`src/rtl/dcache_if.sv`:
```
`default_nettype none
// ============================================================================
// Module : dcache_if
// Brief  : Core/memory side signal bundle for the data cache controller.
// Rev    : 1.0  initial release
// ============================================================================
interface dcache_if #(
    parameter int ADDR_WIDTH  = 10,
    parameter int INDEX_BITS  = 5,
    parameter int OFFSET_BITS = 2
);
    logic                   mem_read;
    logic                   mem_write;
    logic [ADDR_WIDTH-1:0]  addr;
    logic                   stall;
    logic                   hit;
    logic                   cache_rd_en;
    logic                   cache_wr_en;
    logic                   cache_fill_en;
    logic [INDEX_BITS-1:0]  fill_index;
    logic [OFFSET_BITS-1:0] fill_offset;
    logic                   mem_rd_req;
    logic                   mem_wr_req;
    logic [ADDR_WIDTH-1:0]  mem_addr;
    logic                   mem_ready;

    // master: core decoder/ALU plus main memory; slave: the cache controller
    modport master (
        output mem_read, mem_write, addr, mem_ready,
        input  stall, hit, cache_rd_en, cache_wr_en, cache_fill_en,
               fill_index, fill_offset, mem_rd_req, mem_wr_req, mem_addr
    );
    modport slave (
        input  mem_read, mem_write, addr, mem_ready,
        output stall, hit, cache_rd_en, cache_wr_en, cache_fill_en,
               fill_index, fill_offset, mem_rd_req, mem_wr_req, mem_addr
    );
endinterface
`default_nettype wire

```
`src/rtl/dcache_controller.sv`:
```
`default_nettype none
// ============================================================================
// Module : dcache_controller
// Brief  : Direct-mapped, write-through, no-write-allocate data cache sequencer
//          with multi-word block refill and core stall generation.
// Rev    : 1.0  initial release
// ============================================================================
module dcache_controller #(
    parameter int ADDR_WIDTH  = 10,
    parameter int INDEX_BITS  = 5,
    parameter int OFFSET_BITS = 2
) (
    input  wire logic clk,
    input  wire logic rst,
    dcache_if.slave   bus
);
    localparam int TAG_BITS = ADDR_WIDTH - INDEX_BITS - OFFSET_BITS;
    localparam int LINES    = 1 << INDEX_BITS;
    localparam logic [OFFSET_BITS-1:0] LAST_WORD = '1;

    typedef enum logic [1:0] {
        S_IDLE   = 2'd0,
        S_REFILL = 2'd1,
        S_WRITE  = 2'd2,
        S_DONE   = 2'd3
    } state_t;

    state_t                 state_q, state_d;
    logic [OFFSET_BITS-1:0] cnt_q, cnt_d;
    logic [ADDR_WIDTH-1:0]  addr_q, addr_d;
    logic [LINES-1:0]       valid_q, valid_d;
    logic [TAG_BITS-1:0]    tag_arr_q [LINES];
    logic [TAG_BITS-1:0]    tag_arr_d [LINES];

    logic [TAG_BITS-1:0]    w_req_tag;
    logic [INDEX_BITS-1:0]  w_req_index;
    logic [TAG_BITS-1:0]    w_lat_tag;
    logic [INDEX_BITS-1:0]  w_lat_index;
    logic                   w_is_read;
    logic                   w_is_write;
    logic                   w_lookup_hit;

    logic                   w_stall;
    logic                   w_hit;
    logic                   w_rd_en;
    logic                   w_wr_en;
    logic                   w_fill_en;
    logic [INDEX_BITS-1:0]  w_fill_index;
    logic [OFFSET_BITS-1:0] w_fill_offset;
    logic                   w_mem_rd_req;
    logic                   w_mem_wr_req;
    logic [ADDR_WIDTH-1:0]  w_mem_addr;

    assign w_req_tag    = bus.addr[ADDR_WIDTH-1 -: TAG_BITS];
    assign w_req_index  = bus.addr[OFFSET_BITS +: INDEX_BITS];
    assign w_lat_tag    = addr_q[ADDR_WIDTH-1 -: TAG_BITS];
    assign w_lat_index  = addr_q[OFFSET_BITS +: INDEX_BITS];
    // A store wins when the decoder raises both strobes
    assign w_is_write   = bus.mem_write;
    assign w_is_read    = bus.mem_read & ~bus.mem_write;
    assign w_lookup_hit = valid_q[w_req_index] && (tag_arr_q[w_req_index] == w_req_tag);

    always_comb begin
        state_d       = state_q;
        cnt_d         = cnt_q;
        addr_d        = addr_q;
        valid_d       = valid_q;
        tag_arr_d     = tag_arr_q;
        w_stall       = 1'b0;
        w_hit         = 1'b0;
        w_rd_en       = 1'b0;
        w_wr_en       = 1'b0;
        w_fill_en     = 1'b0;
        w_fill_index  = '0;
        w_fill_offset = '0;
        w_mem_rd_req  = 1'b0;
        w_mem_wr_req  = 1'b0;
        w_mem_addr    = '0;

        case (state_q)
            S_IDLE: begin
                if (w_is_write) begin
                    w_stall = 1'b1;
                    w_wr_en = w_lookup_hit;
                    addr_d  = bus.addr;
                    state_d = S_WRITE;
                end else if (w_is_read) begin
                    if (w_lookup_hit) begin
                        w_rd_en = 1'b1;
                    end else begin
                        w_stall = 1'b1;
                        addr_d  = bus.addr;
                        cnt_d   = '0;
                        state_d = S_REFILL;
                    end
                end
            end
            S_REFILL: begin
                w_stall       = 1'b1;
                w_mem_rd_req  = 1'b1;
                w_mem_addr    = {addr_q[ADDR_WIDTH-1:OFFSET_BITS], cnt_q};
                w_fill_index  = w_lat_index;
                w_fill_offset = cnt_q;
                if (bus.mem_ready) begin
                    w_fill_en = 1'b1;
                    cnt_d     = cnt_q + 1'b1;
                    // The line only becomes valid once every word has landed
                    if (cnt_q == LAST_WORD) begin
                        tag_arr_d[w_lat_index] = w_lat_tag;
                        valid_d[w_lat_index]   = 1'b1;
                        state_d                = S_DONE;
                    end
                end
            end
            S_WRITE: begin
                w_stall      = 1'b1;
                w_mem_wr_req = 1'b1;
                w_mem_addr   = addr_q;
                if (bus.mem_ready) begin
                    state_d = S_DONE;
                end
            end
            S_DONE: begin
                w_rd_en = w_is_read;
                state_d = S_IDLE;
            end
            default: state_d = S_IDLE;
        endcase

        w_hit = (bus.mem_read | bus.mem_write) & w_lookup_hit;

        // Requests must fall the moment reset is asserted, not at the next edge
        if (rst) begin
            w_stall       = 1'b0;
            w_hit         = 1'b0;
            w_rd_en       = 1'b0;
            w_wr_en       = 1'b0;
            w_fill_en     = 1'b0;
            w_fill_index  = '0;
            w_fill_offset = '0;
            w_mem_rd_req  = 1'b0;
            w_mem_wr_req  = 1'b0;
            w_mem_addr    = '0;
        end
    end

    always_ff @(posedge clk or posedge rst) begin
        if (rst) begin
            state_q <= S_IDLE;
            cnt_q   <= '0;
            addr_q  <= '0;
            valid_q <= '0;
        end else begin
            state_q <= state_d;
            cnt_q   <= cnt_d;
            addr_q  <= addr_d;
            valid_q <= valid_d;
        end
    end

    // Tags are qualified by valid, so the array carries no reset
    always_ff @(posedge clk) begin
        tag_arr_q <= tag_arr_d;
    end

    assign bus.stall         = w_stall;
    assign bus.hit           = w_hit;
    assign bus.cache_rd_en   = w_rd_en;
    assign bus.cache_wr_en   = w_wr_en;
    assign bus.cache_fill_en = w_fill_en;
    assign bus.fill_index    = w_fill_index;
    assign bus.fill_offset   = w_fill_offset;
    assign bus.mem_rd_req    = w_mem_rd_req;
    assign bus.mem_wr_req    = w_mem_wr_req;
    assign bus.mem_addr      = w_mem_addr;
endmodule
`default_nettype wire

```
`src/flat_wrapper.sv`:
```
// flat-port wrapper written by rule: the top's interface ports become plain ports
module dcache_controller_flat 
#(
    parameter int ADDR_WIDTH  = 10,
    parameter int INDEX_BITS  = 5,
    parameter int OFFSET_BITS = 2
)
  (clk, rst, bus_mem_read, bus_mem_write, bus_addr, bus_mem_ready, bus_stall, bus_hit, bus_cache_rd_en, bus_cache_wr_en, bus_cache_fill_en, bus_fill_index, bus_fill_offset, bus_mem_rd_req, bus_mem_wr_req, bus_mem_addr);
  dcache_if #(.ADDR_WIDTH(ADDR_WIDTH), .INDEX_BITS(INDEX_BITS), .OFFSET_BITS(OFFSET_BITS)) bus_i ();
  input  wire logic clk;
  input  wire logic rst;
  input wire logic [$bits(bus_i.mem_read)-1:0] bus_mem_read;
  input wire logic [$bits(bus_i.mem_write)-1:0] bus_mem_write;
  input wire logic [$bits(bus_i.addr)-1:0] bus_addr;
  input wire logic [$bits(bus_i.mem_ready)-1:0] bus_mem_ready;
  output wire logic [$bits(bus_i.stall)-1:0] bus_stall;
  output wire logic [$bits(bus_i.hit)-1:0] bus_hit;
  output wire logic [$bits(bus_i.cache_rd_en)-1:0] bus_cache_rd_en;
  output wire logic [$bits(bus_i.cache_wr_en)-1:0] bus_cache_wr_en;
  output wire logic [$bits(bus_i.cache_fill_en)-1:0] bus_cache_fill_en;
  output wire logic [$bits(bus_i.fill_index)-1:0] bus_fill_index;
  output wire logic [$bits(bus_i.fill_offset)-1:0] bus_fill_offset;
  output wire logic [$bits(bus_i.mem_rd_req)-1:0] bus_mem_rd_req;
  output wire logic [$bits(bus_i.mem_wr_req)-1:0] bus_mem_wr_req;
  output wire logic [$bits(bus_i.mem_addr)-1:0] bus_mem_addr;
  assign bus_i.mem_read = bus_mem_read;
  assign bus_i.mem_write = bus_mem_write;
  assign bus_i.addr = bus_addr;
  assign bus_i.mem_ready = bus_mem_ready;
  assign bus_stall = bus_i.stall;
  assign bus_hit = bus_i.hit;
  assign bus_cache_rd_en = bus_i.cache_rd_en;
  assign bus_cache_wr_en = bus_i.cache_wr_en;
  assign bus_cache_fill_en = bus_i.cache_fill_en;
  assign bus_fill_index = bus_i.fill_index;
  assign bus_fill_offset = bus_i.fill_offset;
  assign bus_mem_rd_req = bus_i.mem_rd_req;
  assign bus_mem_wr_req = bus_i.mem_wr_req;
  assign bus_mem_addr = bus_i.mem_addr;
  dcache_controller #(.ADDR_WIDTH(ADDR_WIDTH), .INDEX_BITS(INDEX_BITS), .OFFSET_BITS(OFFSET_BITS)) u_core (.clk(clk), .rst(rst), .bus(bus_i));
endmodule
```
`config.mk`:
```
export PLATFORM = sky130hd
export DESIGN_NAME = dcache_controller_flat
export DESIGN_NICKNAME = d
export VERILOG_FILES = /design/src/rtl/dcache_if.sv /design/src/rtl/dcache_controller.sv /design/src/flat_wrapper.sv
export SDC_FILE = /design/constraint.sdc
export NUM_CORES = 1
export LEC_CHECK = 0
export BUFFER_PORTS_ARGS = -buffer_cell sky130_fd_sc_hd__buf_4
export CORE_ASPECT_RATIO = 0.75
export CORE_UTILIZATION = 50
export DETAILED_ROUTE_END_ITERATION = 10
export PLACE_DENSITY = 0.68
export SLEW_MARGIN = 20
export SYNTH_ARGS = -nofsm -noshare
export SYNTH_HDL_FRONTEND = slang
export SYNTH_SLANG_ARGS = --single-unit
export TNS_END_PERCENT = 5
```
`constraint.sdc`:
```
create_clock -name clk -period 5.1 [get_ports clk]
set_input_delay 1.02 -clock clk [delete_from_list [all_inputs] [get_ports clk]]
set_output_delay 1.02 -clock clk [all_outputs]
set_load 0.02 [all_outputs]
```
==> results.ini <==
[final_layout]
layout-area-overhead-vs-synth_pct=16.3
mostFrequentLayoutCells=96 x edfxtp_1, 49 x nor2_1, 45 x dfrtp_1, 42 x buf_4, 36 x mux2i_1
antennaDiodeCount=0
instances_no_fill=649
layout.area.seq_mm2=0.00404
drive_gt1_share_pct=26.7
fillerInstances=925
mostFrequentLayoutCell=edfxtp_1
area_taken_by_multi_input_logic_gates_mm2=0.00204
final_net_count=494

[clock_network]
htree_num_levels=4
post_cts_buffers=0
clkSinkCount=142
cts_hold_buf=0
post_cts_resize_count=0
ctsRootBufferMaster=clkbuf_16
cts_buffers=17
insertion_delay_ps=420
clkSlewWorstSetupHoldPaths_ps=60
tritoncts=built
cts_max_path_buffers=2

[logic_synthesis]
synth_seq_area_share_pct=65.1
syn_avg_cell_area_um2=14.3
post-synth-top-area-fraction_pct=46.5
async_reset_ff_share_pct=32.4
post_synth_inst_count=432
synth_flop_cell=edfxtp_1
synth_area_leaders=edfxtp_1 47%, dfrtp_1 19%, mux4_2 6.9%
synth_edf_count=96
ys.warnings.count=0
cell_area_after_synthesis_mm2=0.00619
ys_seq_elements=142
synth.lib_cells_used.distinct=42
net_count_synth=452
yosys.area.top_type=edfxtp_1

[global_route]
number_of_global_route_vias_before_repair=3726
grt_start_max_net_pins=35
grt_first_pass_wirelength_mm=22.3
antenna_found_initial=0
grt_overflow=0
global_route.usage.total_pct=24.7

[timing]
report.final.hold_viol_count=0
timing.final.setup_violations=0
setup-tns-final_ps=0
min_period_over_period_pct=91.0
slew-limit-headroom_pct=37.5
grt_setup_unrepaired=no
timing.final.max_slew_violations=0
worstMarginPinSlew_ps=937
timing.clock.skew_ps=9.61
layout_min_cycle_time_ps=4640
timing.hold.ws_ps=464
fmax_ghz=0.216

[drt]
first_pass_iters=5
detail_route.vias_per_cell=5.92
via_count=3843
avgRoutedWirePerCell_um=22.0
routed_wire_length_mm=14.3
dr.first_iter.drc_count=377
drc=0
ant_nets=0

[floorplanning]
coreArea_mm2=0.0118
pin_count=39
die_w_um=131
die_span_y_um=98.4
die_area_mm2=0.0128
start_util_pct=52.4
std_cell_rows=34

[critical_path]
setup.worst_path.start_class=input pin
crit_path_buf_inv_count=2
timing.critical_path.fanout_max=27
rrSetupSlack_ps=2280
crit_path_top_delay_cell=mux4_2
timing.critical_path.cells=buf_4, mux4_2, mux4_2, mux2i_1, xor2_1, nand4_1, nor3_1, buf_4
cp_data_arrival_time_ps=3620
worstSetupPathDepth=8
critPathKind=in2out
rr_worst_depth=7
end_kind=output port
crit_required_ps=4080
timing.critical_path.max_delay_family=multiplexers
cp_slowest_stage_delay_ps=570

[job]
timing.max_cap.violations=0

[placement]
count_of_port_buffers_added_during_placement=38
dp.cells=617
routabilityCongestion=0.905
post-dp-hpwl_mm=9.66

[status]
outcome=completed

[power]
power_frac_clock_pct=34.1
peakVddDrop_mv=0.290
power.switching_mw=1.10
combinational_share_of_power_pct=19.3
power_density_mw_per_mm2=493
p_int_mw=2.45
p_leak_nw=2.91
share_seq_of_total_power_pct=46.7
netSwitchingFraction_pct=31.1

[hold_path]
holdPathStages=1
hp-class=reg2reg

==> metrics by stage <==
step | utilization [%] | power [mW] | instance area, um2 | setup WS (ps)
floorplan | - | 2.07 | 6190 | 580
global placement | 56.0 | 2.33 | 6620 | 537
detailed placement | 56.0 | 2.35 | 6620 | 433
CTS | 60.9 | 3.55 | 7200 | 436
global route | 60.9 | 3.69 | 7200 | 290
finish | 60.9 | 3.55 | 7200 | 460
==> state kept, by name, summed over array words and instances (netlist names) <==
register,count
u_core.tag_arr_q,96
u_core.valid_q,32
u_core.cnt_q,2
u_core.addr_q,10
u_core.state_q,2
==> cell type report <==
class	count	share of cell area, %
Clock inverter	15	2.12
Inverter	9	0.469
Timing Repair Buffer	42	4.38
Sequential cell	142	56.0
Tap cell	162	2.81
Clock buffer	17	5.91
Multi-Input combinational cell	262	28.3
==> power groups by stage <==
stage / combinational, mW / sequential [mW] / clock (mW)
final: 0.683 / 1.66 / 1.21
after global routing: 0.745 / 1.68 / 1.27
after floorplan: 0.483 / 1.59 / 0
after global placement: 0.663 / 1.67 / 0
after CTS: 0.683 / 1.65 / 1.21
after detailed placement: 0.681 / 1.67 / 0
==> final timing paths <==
path | from | end
max | bus_addr[2] | bus_hit
min | u_core.valid_q[6]$_DFFE_PP0P_ | u_core.valid_q[6]$_DFFE_PP0P_
max reg2reg | u_core.tag_arr_q[93]$_DFFE_PP_ | u_core.state_q[1]$_DFFE_PP0P_
min reg2reg | u_core.valid_q[6]$_DFFE_PP0P_ | u_core.valid_q[6]$_DFFE_PP0P_
max in group asynchronous | rst | u_core.addr_q[8]$_DFFE_PP0P_
min in group asynchronous | rst | u_core.addr_q[5]$_DFFE_PP0P_
==> Yosys cell counts, types with 10 or more instances <==
library cell  number
a22oi_1           10
and2_1            10
clkbuf_1          10
dfrtp_1           46
edfxtp_1          96
mux2_1            13
mux2i_1           36
mux4_2            19
nand2_1           20
nor2_1            49
or2_2             32
==> cells by family (layout without fill, tap and decap cells) <==
group	count (synthesis)	count (layout)	share of synthesized area, %
muxes	69	69	15.3
xor gates and xnor gates	3	3	0.424
adders and majority gates	5	5	1.01
buffers and inverters	28	83	1.98
AOI/OAI and AO/OA	34	34	3.92
DFF	142	142	65.1
and+or+nand+nor	151	151	12.3
==> per-layer routing <==
layer / global-route usage [%] / vias to the layer above / share of wire [%]
li1: - / 1687 / -
met1: 38.4 / 1958 / 46
met2: 34.0 / 175 / 44
met3: 7.18 / 23 / 8.6
met4: 6.54 / 0 / 1.3
met5: 0 / - / 0
Power figures use the tool's default switching activity.
